[src/rtl/multi_pwm_bank.sv]
// multi_pwm_bank -- bank of NUM_CH PWM channels sharing one prescaler and
// one period counter.
//
// Build option: define MULTI_PWM_BANK_SHADOW_EN to double-buffer the duty
// registers. With it, a write lands in a shadow register and becomes active
// at the next period wrap, or on every cycle while enable is low. Without it,
// a write changes the active duty immediately.
//
// Ports
//   S_AXI_ACLK     sole clock, rising edge
//   S_AXI_ARESETN  synchronous active-low reset
//   enable         run control; low holds prescaler and counter at 0
//   clk_div        prescaler; one tick every clk_div+1 cycles
//   period         period in ticks (0 behaves as 1)
//   wr_en/wr_ch/wr_duty  single-cycle duty write; out-of-range wr_ch is ignored
//   force_en/force_val   per-channel output override
//   pwm_out        registered PWM outputs
//   period_start   one-cycle pulse after each period wrap
//   cycle_count    number of completed periods (wraps at 2^32)

// One channel: the duty register(s) and the registered output.
module multi_pwm_lane #(
    parameter int CNT_W = 32
) (
    input  logic             clk,
    input  logic             rst_n,
    input  logic             enable,
    input  logic [CNT_W-1:0] cnt,
`ifdef MULTI_PWM_BANK_SHADOW_EN
    input  logic             load,
`endif
    input  logic             wr_hit,
    input  logic [CNT_W-1:0] wr_duty,
    input  logic             force_en,
    input  logic             force_val,
    output logic             pwm_out
);
    logic [CNT_W-1:0] duty_active_q, duty_active_d;
    logic             pwm_q, pwm_d;

`ifdef MULTI_PWM_BANK_SHADOW_EN
    logic [CNT_W-1:0] duty_shadow_q, duty_shadow_d;

    always_comb begin
        duty_shadow_d = wr_hit ? wr_duty : duty_shadow_q;
        duty_active_d = duty_active_q;
        // A write landing on the load cycle goes straight through so it is
        // not lost behind the stale shadow value.
        if (load) duty_active_d = wr_hit ? wr_duty : duty_shadow_q;
    end

    always_ff @(posedge clk) begin
        if (!rst_n) duty_shadow_q <= '0;
        else        duty_shadow_q <= duty_shadow_d;
    end
`else
    always_comb begin
        duty_active_d = duty_active_q;
        if (wr_hit) duty_active_d = wr_duty;
    end
`endif

    // The comparison uses cnt before this edge's update, so the output
    // lags the counter by one cycle. duty 0 never matches (constant low);
    // duty >= period always matches (constant high).
    always_comb begin
        pwm_d = force_en ? force_val : (enable && (cnt < duty_active_q));
    end

    always_ff @(posedge clk) begin
        if (!rst_n) begin
            duty_active_q <= '0;
            pwm_q         <= 1'b0;
        end else begin
            duty_active_q <= duty_active_d;
            pwm_q         <= pwm_d;
        end
    end

    assign pwm_out = pwm_q;
endmodule

module multi_pwm_bank #(
    parameter int NUM_CH = 16,
    parameter int CNT_W  = 32,
    parameter int CH_W   = 4
) (
    input  logic              S_AXI_ACLK,
    input  logic              S_AXI_ARESETN,
    input  logic              enable,
    input  logic [CNT_W-1:0]  clk_div,
    input  logic [CNT_W-1:0]  period,
    input  logic              wr_en,
    input  logic [CH_W-1:0]   wr_ch,
    input  logic [CNT_W-1:0]  wr_duty,
    input  logic [NUM_CH-1:0] force_en,
    input  logic [NUM_CH-1:0] force_val,
    output logic [NUM_CH-1:0] pwm_out,
    output logic              period_start,
    output logic [31:0]       cycle_count
);
    localparam logic [CNT_W-1:0] ONE = {{(CNT_W-1){1'b0}}, 1'b1};

    logic [CNT_W-1:0] pre_q, pre_d;
    logic [CNT_W-1:0] cnt_q, cnt_d;
    logic [31:0]      cycle_count_q, cycle_count_d;
    logic             period_start_q, period_start_d;
    logic [CNT_W-1:0] eff_period;
    logic             tick, wrap, wr_ok;

    always_comb begin
        eff_period = (period == '0) ? ONE : period;
        tick       = enable && (pre_q == clk_div);
        // >= rather than == so a period shrunk below cnt wraps on the next
        // tick instead of running on to 2^CNT_W.
        wrap       = tick && (cnt_q >= (eff_period - ONE));
        wr_ok      = wr_en && (32'(wr_ch) < 32'(NUM_CH));

        pre_d = pre_q;
        cnt_d = cnt_q;
        if (!enable) begin
            pre_d = '0;
            cnt_d = '0;
        end else begin
            pre_d = tick ? '0 : (pre_q + ONE);
            if (tick) cnt_d = wrap ? '0 : (cnt_q + ONE);
        end

        cycle_count_d  = cycle_count_q + {31'd0, wrap};
        period_start_d = wrap;
    end

    always_ff @(posedge S_AXI_ACLK) begin
        if (!S_AXI_ARESETN) begin
            pre_q          <= '0;
            cnt_q          <= '0;
            cycle_count_q  <= '0;
            period_start_q <= 1'b0;
        end else begin
            pre_q          <= pre_d;
            cnt_q          <= cnt_d;
            cycle_count_q  <= cycle_count_d;
            period_start_q <= period_start_d;
        end
    end

`ifdef MULTI_PWM_BANK_SHADOW_EN
    // Shadows move to active at each wrap, and continuously while stopped so
    // that a restart begins with the latest values.
    logic load;
    assign load = wrap || !enable;
`endif

    for (genvar g = 0; g < NUM_CH; g++) begin : g_lane
        multi_pwm_lane #(.CNT_W(CNT_W)) u_lane (
            .clk       (S_AXI_ACLK),
            .rst_n     (S_AXI_ARESETN),
            .enable    (enable),
            .cnt       (cnt_q),
`ifdef MULTI_PWM_BANK_SHADOW_EN
            .load      (load),
`endif
            .wr_hit    (wr_ok && (32'(wr_ch) == 32'(g))),
            .wr_duty   (wr_duty),
            .force_en  (force_en[g]),
            .force_val (force_val[g]),
            .pwm_out   (pwm_out[g])
        );
    end

    assign period_start = period_start_q;
    assign cycle_count  = cycle_count_q;
endmodule

[config.mk]
export PLATFORM = sky130hd
export DESIGN_NAME = multi_pwm_bank
export DESIGN_NICKNAME = d
export VERILOG_FILES = /design/src/rtl/multi_pwm_bank.sv
export SDC_FILE = /design/constraint.sdc
export NUM_CORES = 2
export LEC_CHECK = 0
export CORE_MARGIN = 4
export CORE_UTILIZATION = 55
export DETAILED_ROUTE_END_ITERATION = 10
export PLACE_DENSITY = 0.77
export REMOVE_ABC_BUFFERS = 1
export SLEW_MARGIN = 10
export SYNTH_ARGS = -nofsm -noshare
export SYNTH_HDL_FRONTEND = slang
export SYNTH_SLANG_ARGS = --single-unit
[constraint.sdc]
create_clock -name S_AXI_ACLK -period 6.8 [get_ports S_AXI_ACLK]
set_input_delay 2.04 -clock S_AXI_ACLK [delete_from_list [all_inputs] [get_ports S_AXI_ACLK]]
set_output_delay 2.04 -clock S_AXI_ACLK [all_outputs]
set_load 0.005 [all_outputs]
==> results_dict.tcl <==
set metrics [dict create \
    outcome "finished, final reports clean" \
    first_pass_iters 6 \
    synth_fa_ha_area_share_pct 18.2 \
    floorplan.initialDensity_pct 55.5 \
    fmax_mhz 152 \
    synthSimpleGateAreaFrac_pct 21.5 \
    coreArea_um2 65900 \
    cts_tree "yes" \
    htreeDepth 3 \
    hold_slack_ns 0.451 \
    gp_congestion 0.877 \
    fin_area_um2 42200 \
    ys_seq_elements 625 \
    ys.warnings.count 0 \
    reg2reg_setup_slack_ns 3.11 \
    p_int_mw 6.06 \
    hold_violations 0 \
    dieHeight_um 266 \
    tightestPinTransition_ns 1.25 \
    maxSlewHeadroom_pct 16.5 \
    synth_xor_area_share_pct 3.50 \
    finalSetupTns_ns 0 \
    yosysTopAreaCellShare_pct 34.2 \
    synth.cell_area_um2 36600 \
    pin_count 185 \
    worstSkewPairLatency_ns 0.63 \
    pwr-share-comb_pct 7.4 \
    worst-setup-path-type "input pin to flop" \
    fin_skew_ns 0.0329 \
    reg2reg_to "cycle_count[31]$_SDFF_PN0_" \
    numCtsBuffers 70 \
    reg2reg_depth 17 \
    worst_ep_required_time_ns 7.30 \
    via_count 33096 \
    first_global_vias 31124 \
    worst_setup_path_end_kind "flop" \
    drc 0 \
    synth_compound_area_share_pct 14.5 \
    areaGrowthSynthToFinish_pct 15.4 \
    drtAntennaViolNets 0 \
    drtIter0Drc 2549 \
    hold_class "flop to flop" \
    synth-edff-count 0 \
    grt_max_degree 129 \
    critPathSlowestCell "or4_4" \
    drt_wl_total_mm 103 \
    hp-start "g_lane[12].u_lane.duty_active_q[22]$_SDFFE_PN0P_" \
    dieArea_um2 70700 \
    hpwlAfterDp_mm 66.9 \
    setup_viol 0 \
    avgSynthCellArea_um2 7.52 \
    port_buffers 184 \
    synth-async-reset-ratio_pct 0 \
    worstReg2RegStart "cnt_q[0]$_SDFFE_PN0P_" \
    ir_worst_vdd_mv 0.198 \
    arrival_ns 7.08 \
    die_x_um 266 \
    synth.most_common_cell "nand2_1" \
    fp-row-count 94 \
    drv_cap 0 \
    syn_inst 4867 \
    cts.path.max_buffers 3 \
    start_kind "input pin" \
    synthFlopType "dfxtp_1" \
    switching_share_pct 24.6 \
    nets 5688 \
    ys_top_cells_by_area "dfxtp_1 34%, ha_1 18%, nand2_1 12%, a21oi_1 9.4%, inv_1 5.2%" \
    drv_slew 0 \
    power_density_nw_per_um2 190 \
    grt_pass1_wl_mm 163 \
    min_period_over_period_pct 96.7 \
    ys_types 55 \
    drive_above_1_share_pct 6.43 \
    clkTransAtPathRegs_ns 0.06 \
    slowest_delay_ns 0.51 \
    synth_top_area_cell "dfxtp_1" \
    synthTopCellsByCount "1,190 x nand2_1, 684 x a21oi_1, 625 x dfxtp_1" \
    antenna_found_initial 2 \
    dpl_cell_area_um2 39600 \
    hold_depth 2 \
    yosysSeqAreaShare_pct 34.2 \
    period_needed_ns 6.58 \
    avgRoutedWirePerCell_um 17.3 \
    gr-total-overflow 0 \
    clock_sinks 625 \
    cp_max_fo 3 \
    synth_top_family_by_area "simple AND/OR/NAND/NOR gates" \
    viasPerCell 5.57 \
    nFillCells 5605 \
    cpMostUsedCell "buf_4" \
    power.leakage_nw 16.0 \
    sequentialPowerShare_pct 46.4 \
    switching_power_mw 1.98 \
    clkPwrFrac_pct 46.2 \
    hold-path-endpoint "g_lane[12].u_lane.duty_active_q[22]$_SDFFE_PN0P_" \
    cts_root_buffer "clkbuf_16" \
    yosys-mux-area-fraction_pct 0.0274 \
    grt_usage_pct 28.3 \
    hold_buffers 0 \
]
==> per-stage QoR <==
stage               util, %  setup WS (ns)  std cells  power (mW)
floorplan                 -          -3.35       4605        4.06
global placement       60.1         -0.953       5790        4.38
detailed placement     60.1          -1.03       5790        4.39
CTS                    63.8         0.0133       5933        8.08
global route           64.1        -0.0400       5937        8.29
finish                 64.1          0.221       5938        8.04
==> critical path: cells and delay by family <==
kind	cells	cell delay [ns]
buffers and inverters	6	0.92
AOI/OAI and AO/OA	4	0.56
xor gates and xnor gates	2	0.27
adders and majority gates	3	0.61
and+or+nand+nor	17	2.67
==> power groups by stage <==
stage / Clock, mW / Combinational, mW / Sequential, mW
after global placement: 0 / 0.572 / 3.81
after global routing: 3.91 / 0.644 / 3.73
after CTS: 3.76 / 0.586 / 3.73
after floorplan: 0 / 0.253 / 3.81
after detailed placement: 0 / 0.579 / 3.81
final: 3.71 / 0.596 / 3.73
==> sequential cells by signal (all words and copies together), names as in the netlist <==
| signal | count |
|---|---|
| cnt_q | 32 |
| pre_q | 32 |
| cycle_count | 32 |
| period_start | 1 |
| g_lane.u_lane.duty_active_q | 512 |
| g_lane.u_lane.pwm_out | 16 |
==> placed cells by master (no fill, tap or decap), types with 20 or more instances in the layout <==
| cell type | instances |
|---|---|
| clkbuf_16 | 70 |
| dfxtp_1 | 625 |
| a21o_1 | 23 |
| nor2_1 | 209 |
| clkbuf_1 | 20 |
| xor2_1 | 74 |
| nand2_1 | 1188 |
| nand2b_1 | 28 |
| clkdlybuf4s50_1 | 172 |
| a21oi_1 | 682 |
| xnor2_1 | 72 |
| nand4_1 | 122 |
| nand3_1 | 46 |
| o21ai_0 | 147 |
| nor3_1 | 53 |
| inv_1 | 506 |
| a211oi_1 | 46 |
| ha_1 | 530 |
| buf_4 | 152 |
| nor2b_1 | 30 |
| o21a_1 | 25 |
==> layout make-up <==
cell class,instances,area [um^2],share of cell area [%]
Antenna cell,1,2.50,0.00593
Clock buffer,105,2030,4.82
Clock inverter,21,206,0.489
Inverter,507,1910,4.53
Multi-Input combinational cell,3473,21400,50.6
Sequential cell,625,12500,29.7
Tap cell,864,1080,2.56
Timing Repair Buffer,342,3090,7.32
==> kinds of logic after synthesis <==
group / count (synthesis)
multiplexers: 1
AND/OR/NAND/NOR: 1816
flip-flops: 625
AO/OA/AOI/OAI: 977
adder cells (fa/ha/maj): 533
buffers and inverters: 769
XOR/XNOR: 146
==> worst max-delay path by stage <==
| stage | end | depth (start not counted) | startpoint |
|---|---|---|---|
| finish | cycle_count[31]$_SDFF_PN0_ | 32 | period[7] |
| CTS | cycle_count[28]$_SDFF_PN0_ | 31 | period[21] |
| global placement | cycle_count[28]$_SDFF_PN0_ | 31 | period[19] |
| global route | cycle_count[31]$_SDFF_PN0_ | 32 | period[19] |
| detailed placement | cycle_count[28]$_SDFF_PN0_ | 31 | period[19] |
| floorplan | cycle_count[11]$_SDFF_PN0_ | 2 | S_AXI_ARESETN |
==> per-layer routing <==
layer / share of wire (%) / track usage, % / vias to the layer above / wire length [um]
met1: 43 / 37.2 / 15326 / 43800
met3: 7.2 / 4.04 / 272 / 7400
met5: 0.031 / 0 / - / 32
met2: 46 / 47.5 / 1056 / 47500
met4: 4.1 / 10.6 / 4 / 4240
li1: - / - / 16438 / -
==> repair_timing <==
| item | 4_1_cts | 5_1_grt |
|---|---|---|
| setup buffers | 17 | 4 |
| setup endpoints to repair | 20 | 26 |
| pin swaps | 19 | 23 |
| gates resized for setup | 30 | 25 |
(Power assumes the default switching activity.)
